**config.mk**
```make
export PLATFORM = sky130hd
export DESIGN_NAME = bp_update_sequencer
export DESIGN_NICKNAME = d
export VERILOG_FILES = /design/src/rtl/bp_update_sequencer.sv
export SDC_FILE = /design/constraint.sdc
export NUM_CORES = 1
export LEC_CHECK = 0
export ABC_CLOCK_PERIOD_IN_PS = 6600
export CAP_MARGIN = 10
export CORE_MARGIN = 5
export CORE_UTILIZATION = 52
export DETAILED_ROUTE_END_ITERATION = 10
export GPL_TIMING_DRIVEN = 0
export PLACE_DENSITY = 0.9
export SETUP_SLACK_MARGIN = 0.2
export SYNTH_ARGS = -nofsm -noshare
export SYNTH_HDL_FRONTEND = slang
export SYNTH_SLANG_ARGS = --single-unit
```
**constraint.sdc**
```tcl
create_clock -name clk -period 6.6 [get_ports clk]
set_input_delay 1.32 -clock clk [delete_from_list [all_inputs] [get_ports clk]]
set_output_delay 1.32 -clock clk [all_outputs]
set_load 0.1 [all_outputs]
```
**src/rtl/bp_update_sequencer.sv**
```systemverilog
// Training-traffic sequencer for the gshare/bimodal predictor: post-reset table sweep,
// round-robin merge of two execute ports, and a small update FIFO. BP_SEQ_STATS_EN adds counters.
module bp_update_sequencer #(
    parameter int PHT_BITS   = 10,
    parameter int FIFO_DEPTH = 4
) (
    input  logic                          clk,
    input  logic                          reset,
    input  logic                          a_valid_i,
    input  logic [31:0]                   a_pc_i,
    input  logic                          a_taken_i,
    output logic                          a_ready_o,
    input  logic                          b_valid_i,
    input  logic [31:0]                   b_pc_i,
    input  logic                          b_taken_i,
    output logic                          b_ready_o,
    input  logic                          flush_i,
    input  logic                          reinit_req_i,
    input  logic                          upd_ready_i,
    output logic                          upd_valid_o,
    output logic [31:0]                   upd_pc_o,
    output logic                          upd_taken_o,
    output logic                          init_valid_o,
    output logic [PHT_BITS-1:0]           init_index_o,
    output logic                          busy_o,
    output logic [$clog2(FIFO_DEPTH):0]   fifo_count_o,
    output logic [31:0]                   stat_updates_o,
    output logic [31:0]                   stat_stalls_o
);

    localparam int PW = $clog2(FIFO_DEPTH);
    localparam int CW = PW + 1;
    localparam logic [CW-1:0]       DEPTH_C  = CW'(FIFO_DEPTH);
    localparam logic [PHT_BITS-1:0] IDX_LAST = {PHT_BITS{1'b1}};

    typedef enum logic {ST_INIT = 1'b0, ST_RUN = 1'b1} state_e;

    state_e              state_q, state_d;
    logic [PHT_BITS-1:0] init_idx_q, init_idx_d;
    logic [PW-1:0]       wr_ptr_q, wr_ptr_d;
    logic [PW-1:0]       rd_ptr_q, rd_ptr_d;
    logic [CW-1:0]       count_q, count_d;
    logic                rr_q, rr_d;          // 0 = port A has priority, 1 = port B
    logic [32:0]         mem_q [FIFO_DEPTH];

    logic                run_s, full_s, push_s, pop_s, clear_s;
    logic                a_ready_s, b_ready_s;
    logic [31:0]         push_pc_s;
    logic                push_taken_s;

    // Next-state, arbitration and FIFO bookkeeping
    always_comb begin
        state_d      = state_q;
        init_idx_d   = init_idx_q;
        wr_ptr_d     = wr_ptr_q;
        rd_ptr_d     = rd_ptr_q;
        count_d      = count_q;
        rr_d         = rr_q;
        a_ready_s    = 1'b0;
        b_ready_s    = 1'b0;
        pop_s        = 1'b0;
        run_s        = (state_q == ST_RUN);
        full_s       = (count_q == DEPTH_C);

        case (state_q)
            ST_INIT: begin
                init_idx_d = init_idx_q + PHT_BITS'(1);
                if (init_idx_q == IDX_LAST) begin
                    state_d = ST_RUN;
                end else begin
                    state_d = ST_INIT;
                end
            end
            ST_RUN: begin
                // Full is judged on the registered count, before any same-cycle pop
                if (!full_s) begin
                    a_ready_s = a_valid_i && (!b_valid_i || !rr_q);
                    b_ready_s = b_valid_i && (!a_valid_i ||  rr_q);
                end else begin
                    a_ready_s = 1'b0;
                    b_ready_s = 1'b0;
                end
                pop_s = (count_q != '0) && upd_ready_i;
                if (reinit_req_i) begin
                    state_d    = ST_INIT;
                    init_idx_d = '0;
                end else begin
                    state_d    = ST_RUN;
                end
            end
            default: begin
                state_d    = ST_INIT;
                init_idx_d = '0;
            end
        endcase

        push_s       = a_ready_s || b_ready_s;
        push_pc_s    = b_ready_s ? b_pc_i    : a_pc_i;
        push_taken_s = b_ready_s ? b_taken_i : a_taken_i;
        clear_s      = flush_i || (run_s && reinit_req_i);

        if (push_s) begin
            rr_d = a_ready_s;
        end else begin
            rr_d = rr_q;
        end

        if (clear_s) begin
            wr_ptr_d = '0;
            rd_ptr_d = '0;
            count_d  = '0;
        end else begin
            wr_ptr_d = push_s ? wr_ptr_q + PW'(1) : wr_ptr_q;
            rd_ptr_d = pop_s  ? rd_ptr_q + PW'(1) : rd_ptr_q;
            case ({push_s, pop_s})
                2'b10:   count_d = count_q + CW'(1);
                2'b01:   count_d = count_q - CW'(1);
                default: count_d = count_q;
            endcase
        end
    end

    // Control state registers
    always_ff @(posedge clk) begin
        if (reset) begin
            state_q    <= ST_INIT;
            init_idx_q <= '0;
            wr_ptr_q   <= '0;
            rd_ptr_q   <= '0;
            count_q    <= '0;
            rr_q       <= 1'b0;
        end else begin
            state_q    <= state_d;
            init_idx_q <= init_idx_d;
            wr_ptr_q   <= wr_ptr_d;
            rd_ptr_q   <= rd_ptr_d;
            count_q    <= count_d;
            rr_q       <= rr_d;
        end
    end

    // FIFO storage; a push dropped by flush or reinit is never written
    always_ff @(posedge clk) begin
        if (push_s && !clear_s) begin
            mem_q[wr_ptr_q] <= {push_taken_s, push_pc_s};
        end
    end

    assign a_ready_o    = a_ready_s;
    assign b_ready_o    = b_ready_s;
    assign upd_valid_o  = run_s && (count_q != '0);
    assign upd_pc_o     = mem_q[rd_ptr_q][31:0];
    assign upd_taken_o  = mem_q[rd_ptr_q][32];
    assign init_valid_o = (state_q == ST_INIT);
    assign init_index_o = init_idx_q;
    assign busy_o       = (state_q == ST_INIT);
    assign fifo_count_o = count_q;

`ifdef BP_SEQ_STATS_EN
    logic [31:0] stat_upd_q;
    logic [31:0] stat_stall_q;

    // Delivered-update and port-stall counters, wrapping at 2^32
    always_ff @(posedge clk) begin
        if (reset) begin
            stat_upd_q   <= 32'd0;
            stat_stall_q <= 32'd0;
        end else begin
            if (pop_s && !flush_i) begin
                stat_upd_q <= stat_upd_q + 32'd1;
            end
            if (run_s && ((a_valid_i && !a_ready_s) || (b_valid_i && !b_ready_s))) begin
                stat_stall_q <= stat_stall_q + 32'd1;
            end
        end
    end

    assign stat_updates_o = stat_upd_q;
    assign stat_stalls_o  = stat_stall_q;
`else
    assign stat_updates_o = 32'd0;
    assign stat_stalls_o  = 32'd0;
`endif

endmodule

```
==> summary.md, run 1 <==
| Metric | Value |
|---|---|
| CP endpoint kind | `output port` |
| Worst Skew | `0.00960 ns` |
| Setup violations, final | `0` |
| CTS Buffer Depth | `2` |
| R2R depth | `8` |
| Antenna-violating nets left | `0` |
| Leak | `3.29 nW` |
| Worst-Margin Slew | `1.02 ns` |
| Via count | `3955` |
| Initial antenna violation count | `0` |
| IO buf count | `123` |
| Final hold vios | `0` |
| Netlist cell types | `42` |
| R2r startpoint | `fifo_count_o[2]$_SDFFE_PP0P_` |
| Synth async-reset ratio | `0` |
| Starting Density | `0.533` |
| Postcts setup bufs | `0` |
| H-tree Lvls | `4` |
| # resized after CTS | `0` |
| Hold Crit Depth | `2` |
| Fin crit share | `0.782` |
| FF+latch count, synth | `153` |
| Routed wire length | `13800 microns` |
| Synth top area cells | `edfxtp_1 (59%), mux4_2 (11%), buf_4 (7.2%)` |
| Via-to-Cell Ratio | `4.97` |
| Sequential share of the synthesized area | `0.649` |
| Share of Yosys cell area claimed by the top area cell type | `0.587` |
| Layout cells sized above 1 | `0.292` |
| CTS Buf Count | `17` |
| Die Wd | `124 microns` |
| Worst vdd ir | `0.000142 V` |
| Pwr dens | `252 nW/um^2` |
| WL per Instance | `17.4 microns` |
| Row Count | `41` |
| Nets | `690` |
| Post-synth EDFFs | `132` |
| Vias in the first global route | `4327` |
| DIE HEIGHT | `124 microns` |
| TritonCTS clock tree | `done` |
| R2R Setup Slk | `4.18 ns` |
| Peak fanout along the critical path | `10` |
| Layout area overhead | `35.1%` |
| Nature of the critical path startpoint | `input pin` |
| 1st-iter DRT viols | `180` |
| Post-Synthesis Cells | `401` |
| Avg Cell Area, Syn | `16.8 sq um` |
| Largest net degree at the start of global routing | `28` |
| Drt drc | `0` |
| Fin Setup TNS | `0 ns` |
| Total iterations of the first detailed-routing run | `4` |
| Mapped cell area | `6750 sq um` |
| Cell Area, Placed | `8520 sq um` |
| Hold Startpoint | `rd_ptr_q[0]$_SDFFE_PP0P_` |
| Total die area | `15400 sq um` |
| Root buffer cell | `clkbuf_16` |
| DP Wirelength | `9770 microns` |
| Clk sink count | `153` |
| Ports | `188` |
| CP required | `5.28 ns` |
| Final worst setup slack | `1.44 ns` |
| Fmax | `0.194 GHz` |
| Unrepaired setup endpoints after global routing | `false` |
| # diodes | `0` |
| Max Cap Viol | `0` |
| Rel. slew slack | `0.317` |
| Commonest cells post-synth | `edfxtp_1 (132), buf_4 (65), mux4_2 (33)` |
| Hold Crit Class | `register to register` |
| Max Slew Vio Count | `0` |
| Gr usage total | `0.184` |
| WP data arrival | `3.84 ns` |
| Reg-to-Reg End | `fifo_count_o[2]$_SDFFE_PP0P_` |
| Worst skew pair latency | `0.41 ns` |
| Worst Path Class, Setup | `input pin to output port` |
| Hold EP | `rd_ptr_q[0]$_SDFFE_PP0P_` |
| Most used DFF post-synth | `edfxtp_1` |
| Most numerous cell in the Yosys netlist | `edfxtp_1` |
| Area leader, netlist | `edfxtp_1` |
| Hold Buf Count CTS | `0` |
| DP Worst Slack | `1.40 ns` |
| First-pass GRT wire length | `21200 microns` |
| Core box area | `12700 sq um` |
| Outcome | `completed` |
| GR Overflow Total | `0` |
| YS warnings | `0` |
| Final Instance Area | `9120 sq um` |
| GP Congestion | `0.812` |
| Tmin final | `5.16 ns` |
| Reg clk slew, reported paths | `0.06 ns` |
| Total power | `2.30 mW` |
[where the power goes]
part	internal (mW)	switching (mW)
Combinational	0.0769	0.199
Sequential	1.05	0.00264
Clock	0.598	0.371
Total	1.72	0.573
[sequential cells by signal (all words and copies together), names as in the netlist, named ones only]
signal        count
rr_q              1
fifo_count_o      3
mem_q           132
init_index_o     10
rd_ptr_q          2
run_s             1
wr_ptr_q          2
[routing by layer]
metal	vias to the layer above	wire (microns)	GRT usage
met2	181	7290	0.335
met3	4	1080	0.0572
li1	1829	-	-
met1	1941	5390	0.217
met4	0	43	0.0349
met5	-	0	0
[final cells by class]
cell class	count	area (sq um)
well taps	172	215
flip-flops and latches	153	4380
repair buffers	127	1310
inverters	9	33.8
fillers	799	3550
multi-input cells	221	2000
plain buffers	81	578
clock inverters	14	173
clock buffers	18	429
[critical path: stages]
cell and delay, ns:
clkdlybuf4s50_1 0.45, nor2b_1 0.18, nor3_4 0.49, buf_6 0.24
clkdlybuf4s50_1 1.15
[worst max-delay path by stage]
stage                     depth (start not counted)  startpoint         to
final                                             5   a_valid_i  b_ready_o
after global routing                              5   a_valid_i  b_ready_o
after detailed placement                          5   a_valid_i  b_ready_o
after floorplan                                   2   a_valid_i  a_ready_o
after global placement                            5   a_valid_i  b_ready_o
after CTS                                         5   a_valid_i  b_ready_o
[through the flow]
stage | hold WS, ns | util | std cells
6_report | 0.485 | 0.720 | 795
5_1_grt | 0.521 | 0.720 | 795
2_1_floorplan | 0.454 | - | 464
4_1_cts | 0.487 | 0.720 | 795
3_5_place_dp | 0.478 | 0.672 | 763
3_3_place_gp | 0.461 | 0.666 | 759
[cells by family after synthesis]
kind of cell    synth area share
compound gates            0.0239
xor+xnor                 0.00778
fa+ha+maj                 0.0141
buf+inv                   0.0906
flops                      0.649
mux                        0.169
other cells             0.000556
simple gates              0.0449
[layout by cell type, fill, tap and decap left out, drive strengths merged, types with 4 or more instances in the layout]
master	instances
a21oi	12
dfxtp	21
nor2	10
clkbuf	25
xor2	5
ha	6
o21ai	5
inv	12
and2	4
buf	78
nand2	10
clkdlybuf4s50	123
mux4	33
mux2	33
clkinv	6
or3	4
conb	64
edfxtp	132
(Power assumes the default switching activity.)
==> run 2: changes to the inputs <==
Settings changed: ABC_CLOCK_PERIOD_IN_PS 6600 to 4500, CORE_UTILIZATION 52 to 44, PLACE_DENSITY 0.9 to 0.81.
Clock period 6.6 ns to 4.5 ns, I/O delays scaled along.
==> run 2 against run 1 <==
Die area grew 17%. Clock power grew 38%. Cell count grew 1.9%. Combinational power grew 46%. Global-route usage shrank 2.4 points. Cell area shrank 0.22%. Flip-flop and latch count is the same. Sequential share of layout area grew 0.11 points. Core utilization shrank 12 points. Total power grew 43%. Critical endpoint unchanged. Largest power group unchanged. Highest routed layer unchanged.
==> summary.md, run 2 (same netlist as run 1, synthesis figures left out) <==
| Metric | Value |
|---|---|
| Hold Crit Class | `register to register` |
| WL per Instance | `17.2 microns (-0.98%)` |
| Area occupied by multi-input gates | `2000 sq um (+0.25%)` |
| Layout area overhead | `34.8%` |
| Sequential cell area | `4380 sq um (unchanged)` |
| Clk sink count | `153 (unchanged)` |
| # diodes | `0 (unchanged)` |
| Rel. slew slack | `0.304 (-0.0130)` |
| R2R Setup Slk | `2.09 ns (-2.09 ns)` |
| Reg clk slew, reported paths | `0.06 ns (about the same)` |
| Sequential power share | `0.469 (+0.011)` |
| First-pass GRT wire length | `22100 microns (+4.4%)` |
| Worst Skew | `0.0129 ns (+0.00328 ns)` |
| Vias in the first global route | `4316 (-0.25%)` |
| Postcts setup bufs | `0 (unchanged)` |
| Sw frac | `0.253 (+0.00364)` |
| Worst skew pair latency | `0.42 ns (about the same)` |
| Leak | `3.27 nW (-0.39%)` |
| Initial antenna violation count | `0 (unchanged)` |
| GP Congestion | `0.745 (-8.2%)` |
| Hold Startpoint | `rd_ptr_q[0]$_SDFFE_PP0P_` |
| Outcome | `completed` |
| Fin crit share | `0.894` |
| CP startpoint | `a_valid_i` |
| Worst vdd ir | `0.000256 V (+80%)` |
| Max Cap Viol | `0 (unchanged)` |
| Total iterations of the first detailed-routing run | `5 (+1)` |
| CP required | `3.60 ns (-1.68 ns)` |
| Hold Crit Depth | `2 (unchanged)` |
| DIE HEIGHT | `134 microns (+8.0%)` |
| Root buffer cell | `clkbuf_16` |
| Core box area | `15100 sq um (+20%)` |
| Drt drc | `0 (unchanged)` |
| Worst-Margin Slew | `1.04 ns (+0.0195 ns)` |
| Final hold vios | `0 (unchanged)` |
| Starting Density | `0.446 (-0.0871)` |
| Total die area | `17900 sq um (+17%)` |
| Met2 WL post-DR | `6990 microns (-4.0%)` |
| Pwr dens | `362 nW/um^2 (+44%)` |
| TritonCTS clock tree | `done` |
| Row Count | `45 (+9.8%)` |
| Wire length on met1 | `5520 microns (+2.5%)` |
| Combinational share of power | `0.123 (+0.003)` |
| Tmin final | `4.02 ns` |
| Gr usage total | `0.161 (-0.0236)` |
| DP Cell Count | `779 (+2.1%)` |
| Largest net degree at the start of global routing | `23 (-18%)` |
| Max Slew Vio Count | `0 (unchanged)` |
| Setup violations, final | `0 (unchanged)` |
| H-tree Lvls | `4 (unchanged)` |
| Worst Path Class, Setup | `input pin to output port` |
| Hold Buf Count CTS | `0 (unchanged)` |
| Reg with most FFs | `mem_q` |
| Antenna-violating nets left | `0 (unchanged)` |
| R2r startpoint | `run_s$_SDFF_PP0_` |
| WL met3 | `1250 microns (+16%)` |
| Via count | `3916 (-0.99%)` |
| Fin Setup TNS | `0 ns (unchanged)` |
| Layout cells sized above 1 | `0.294 (+0.00208)` |
| Die Wd | `134 microns (+8.0%)` |
| CTS Buffer Depth | `2 (unchanged)` |
| Commonest cells after routing, fill and taps aside | `edfxtp_1 (132), clkdlybuf4s50_1 (122), buf_4 (65)` |
| Layout filler cell count | `1120 (+40%)` |
| Fin cells | `810 (+1.9%)` |
| DP Wirelength | `9900 microns (+1.3%)` |
| Via-to-Cell Ratio | `4.83 (-2.8%)` |
| Pint | `2.46 mW (+43%)` |
| Unrepaired setup endpoints after global routing | `false` |
| GR Overflow Total | `0 (unchanged)` |
| Peak fanout along the critical path | `10 (unchanged)` |
| Number of flip-flops in the largest register | `132 (unchanged)` |
| WP data arrival | `3.12 ns (-0.72 ns)` |
| 1st-iter DRT viols | `177 (-1.7%)` |
| IO buf count | `123 (unchanged)` |
| Commonest non-fill, non-tap cell in the layout | `edfxtp_1` |
| Nets | `690 (unchanged)` |
| R2R depth | `5 (-3)` |
| Reg-to-Reg End | `mem_q[2][10]$_DFFE_PP_` |
| Routed wire length | `13900 microns (+0.88%)` |
| CTS Buf Count | `17 (unchanged)` |
| Net Sw Power | `0.833 mW (+45%)` |
| CP endpoint kind | `output port` |
| Top sig layer | `met4` |
| Ports | `188 (unchanged)` |
| Power share of the clock group | `0.408 (-0.014)` |
| Nature of the critical path startpoint | `input pin` |
| Fmax | `0.249 GHz` |
==> run 2: cell types whose count changed in the layout (fill, tap and decap cells not counted), sizes merged <==
cell           delta
clkdlybuf4s50     -1
inv               -2
dlygate4sd2       +1
bufinv            -1
clkinvlp          +1
clkinv            +1
==> run 2: what timing repair did <==
action | in CTS | in global routing
hold endpoints to repair | 0 | 0
resized for setup | 1 | 0
setup endpoints to repair | 1 | 0
==> run 2: how the worst max path moves through the flow <==
stage	slack [ns]	to
after global routing	0.33	upd_pc_o[27]
final	0.48	b_ready_o
after CTS	0.39	b_ready_o
after detailed placement	0.11	b_ready_o
after global placement	0.14	b_ready_o
after floorplan	1.06	a_ready_o
==> run 2: layout make-up <==
cell class,count,area share
inverters,9,0.00371
plain buffers,81,0.0635
multi-input cells,221,0.220
clock inverters,13,0.0142
flip-flops and latches,153,0.482
clock buffers,18,0.0472
repair buffers,127,0.144
well taps,188,0.0258
==> run 2: critical path, cell delays in order <==
cell	delay [ns]
clkdlybuf4s50_1	0.44
nor2b_1	0.17
nor3_4	0.50
buf_6	0.24
dlygate4sd2_1	0.87
==> run 2: metal layers <==
metal	up-vias	track usage
met4	0	0.0491
li1	1827	-
met5	-	0
met1	1906	0.187
met3	13	0.0660
met2	170	0.273
==> run 2: metrics by stage <==
step	worst slack (ns)	instance area [sq um]	hold WS, ns	utilization	power (mW)
after global routing	0.329	9100	0.518	0.601	3.41
after global placement	0.142	8460	0.462	0.558	1.97
final	0.479	9100	0.479	0.601	3.29
after detailed placement	0.112	8540	0.469	0.564	1.97
after floorplan	1.06	6990	0.454	-	1.90
after CTS	0.394	9100	0.478	0.601	3.32
==> run 2: power groups by stage <==
stage | Clock (mW) | Combinational [mW] | Sequential (mW)
global placement | 0 | 0.394 | 1.57
CTS | 1.37 | 0.401 | 1.54
floorplan | 0 | 0.305 | 1.59
finish | 1.34 | 0.404 | 1.54
detailed placement | 0 | 0.400 | 1.57
global route | 1.44 | 0.419 | 1.54
==> run 3: changes to the inputs <==
Settings changed: CORE_UTILIZATION 44 to 27, PLACE_DENSITY 0.81 to unset, SLEW_MARGIN set to 20.
==> run 3 against run 2 <==
Die area increased by 58%. Total power rose by 3.6%. Clock skew hardly changed. Critical path depth unchanged. Worst hold slack gained 0.018 ns. Cell count up 17%. Global-route usage down 5.5 points. Core utilization down 22 points. Sequential power hardly changed. Largest power group unchanged.
==> summary.md, run 3 (same netlist as run 1, synthesis figures left out) <==
| Metric | Value |
|---|---|
| Worst skew pair latency | `0.41 ns (about the same)` |
| WL per Instance | `15.7 microns (-8.9%)` |
| Initial antenna violation count | `0 (unchanged)` |
| Pint | `2.58 mW (+4.8%)` |
| 1st-iter DRT viols | `138 (-22%)` |
| Worst-Margin Slew | `1.02 ns (-0.0203 ns)` |
| Setup violations, final | `0 (unchanged)` |
| Fin Setup TNS | `0 ns (unchanged)` |
| Crit path cell chain | `clkdlybuf4s50_1 -> nor2b_1 -> nor3_4 -> buf_6 -> dlygate4sd2_1` |
| Vias in the first global route | `4269 (-1.1%)` |
| CTS Buffer Depth | `2 (unchanged)` |
| R2r startpoint | `fifo_count_o[2]$_SDFFE_PP0P_` |
| Tmin final | `4.11 ns (+0.0841 ns)` |
| Layout cells sized above 1 | `0.293 (-0.00161)` |
| Layout area overhead | `38.1%` |
| First-pass GRT wire length | `23300 microns (+5.7%)` |
| CTS Buf Count | `17 (unchanged)` |
| GR Overflow Total | `0 (unchanged)` |
| Cell Area, Placed | `8710 sq um (+2.0%)` |
| CP max-delay cell | `dlygate4sd2_1` |
| Die Wd | `168 microns (+26%)` |
| Via-to-Cell Ratio | `4.09 (-15%)` |
| Via count | `3870 (-1.2%)` |
| Final Instance Area | `9320 sq um (+2.4%)` |
| Drt drc | `0 (unchanged)` |
| Routed wire length | `14800 microns (+6.4%)` |
| WHS | `0.497 ns (+0.0179 ns)` |
| Layout filler cell count | `2277 (+100%)` |
| Max Cap Viol | `0 (unchanged)` |
| CP startpoint | `a_valid_i` |
| GP Congestion | `0.704 (-5.6%)` |
| DP Worst Slack | `-0.00548 ns (-0.117 ns)` |
| Core box area | `24500 sq um (+62%)` |
| Reg clk slew, reported paths | `0.07 ns (about the same)` |
| Largest net degree at the start of global routing | `22 (-4.3%)` |
| Nature of the critical path startpoint | `input pin` |
| Gr usage total | `0.106 (-0.0546)` |
| Pwr dens | `366 nW/um^2 (+1.2%)` |
| Hold Crit Class | `register to register` |
| CP endpoint kind | `output port` |
| Nets | `690 (unchanged)` |
| Total die area | `28300 sq um (+58%)` |
| Peak fanout along the critical path | `10 (unchanged)` |
| Unrepaired setup endpoints after global routing | `false` |
| Number of flip-flops in the largest register | `132 (unchanged)` |
| Commonest cells after routing, fill and taps aside | `edfxtp_1 (132), clkdlybuf4s50_1 (122), buf_4 (65)` |
| R2R Setup Slk | `2.06 ns (-0.03 ns)` |
| # diodes | `0 (unchanged)` |
| Rel. slew slack | `0.317 (+0.0136)` |
| Reg with most FFs | `mem_q` |
| Power share of the clock group | `0.429 (+0.021)` |
| Worst Path Class, Setup | `input pin to output port` |
| DP Cell Count | `915 (+17%)` |
| IO buf count | `123 (unchanged)` |
| TritonCTS clock tree | `done` |
| Starting Density | `0.276 (-0.170)` |
| Max incr delay on CP | `0.87 ns (about the same)` |
| Total iterations of the first detailed-routing run | `4 (-1)` |
| Setup crit end | `b_ready_o` |
| Clk sink count | `153 (unchanged)` |
| CP required | `3.60 ns (about the same)` |
| DP Wirelength | `10600 microns (+7.5%)` |
| DIE HEIGHT | `168 microns (+26%)` |
| Fmax | `0.244 GHz (-2.0%)` |
| Root buffer cell | `clkbuf_16` |
| Outcome | `completed` |
| H-tree Lvls | `4 (unchanged)` |
| Fin crit share | `0.912 (+0.0187)` |
| Final hold vios | `0 (unchanged)` |
| Antenna-violating nets left | `0 (unchanged)` |
| Sw frac | `0.245 (-0.00810)` |
| Worst vdd ir | `0.000184 V (-28%)` |
| Sequential power share | `0.452 (-0.017)` |
| Max Slew Vio Count | `0 (unchanged)` |
| Ports | `188 (unchanged)` |
| WP data arrival | `3.21 ns (+0.09 ns)` |
| Combinational share of power | `0.118 (-0.005)` |
| Commonest non-fill, non-tap cell in the layout | `edfxtp_1` |
| Total stage count of the critical path | `5 (unchanged)` |
| Row Count | `57 (+27%)` |
| Reg-to-Reg End | `fifo_count_o[2]$_SDFFE_PP0P_` |
| WP buf/inv | `3 (unchanged)` |
| Fin cells | `946 (+17%)` |
| Leak | `3.30 nW (+0.66%)` |
| Final worst setup slack | `0.395 ns (-0.0841 ns)` |
| Cell family with most CP delay | `buffers and inverters` |
| Worst Skew | `0.0130 ns (+0.000170 ns)` |
| Net Sw Power | `0.836 mW (+0.33%)` |
| R2R depth | `8 (+3)` |
==> run 3: cell types whose count changed in the layout (fill, tap and decap cells not counted), sizes merged <==
cell      before  now
clkinvlp       3    2
clkinv         7    5
clkbuf        25   26
bufinv         2    4
==> run 3: worst min-delay path by stage <==
stage,start,end,slack (ns),depth (start not counted)
after global routing,init_index_o[9]$_SDFFE_PP0P_,run_s$_SDFF_PP0_,0.54,2
after global placement,rd_ptr_q[0]$_SDFFE_PP0P_,rd_ptr_q[0]$_SDFFE_PP0P_,0.46,2
after floorplan,rd_ptr_q[0]$_SDFFE_PP0P_,register,0.45,2
final,rd_ptr_q[0]$_SDFFE_PP0P_,rd_ptr_q[0]$_SDFFE_PP0P_,0.50,2
after CTS,rd_ptr_q[0]$_SDFFE_PP0P_,rd_ptr_q[0]$_SDFFE_PP0P_,0.49,2
after detailed placement,rd_ptr_q[0]$_SDFFE_PP0P_,register,0.47,2
==> run 3: cell type report <==
cell class              count  area (sq um)  area share
plain buffers              81           578      0.0620
multi-input cells         221          2000       0.215
clock buffers              19           433      0.0464
well taps                 324           405      0.0435
repair buffers            127          1310       0.141
inverters                   9          33.8     0.00362
clock inverters            12           175      0.0188
flip-flops and latches    153          4380       0.470
==> run 3: routing by layer <==
metal / share of wire / track usage / up-vias / wire length, microns
met5: 0 / 0 / - / 0
met4: 0.0073 / 0.0254 / 0 / 108
met3: 0.058 / 0.0342 / 8 / 855
met2: 0.50 / 0.179 / 151 / 7420
met1: 0.43 / 0.133 / 1882 / 6420
li1: - / - / 1829 / -
==> run 3: power groups by stage <==
stage / sequential [mW] / combinational, mW / clock, mW
CTS: 1.54 / 0.401 / 1.51
finish: 1.54 / 0.404 / 1.47
global placement: 1.57 / 0.396 / 0
global route: 1.54 / 0.420 / 1.58
floorplan: 1.59 / 0.305 / 0
detailed placement: 1.57 / 0.400 / 0
==> run 3: tightest hold or removal path, delay by kind of cell (launching register included) <==
family / cells / cell delay [ns]
AOI/OAI and AO/OA: 1 / 0.06
DFF: 1 / 0.32
and+or+nand+nor: 1 / 0.07
==> run 3: per-stage QoR <==
step	util	total power, mW
after global routing	0.381	3.55
after CTS	0.381	3.46
after floorplan	-	1.90
final	0.381	3.41
after detailed placement	0.356	1.97
after global placement	0.353	1.97
==> run 3: timing repair <==
action,in CTS,in global routing
gates resized for setup,1,0
endpoints found under the setup margin,1,0
hold buffers,0,0
setup buffers,0,0
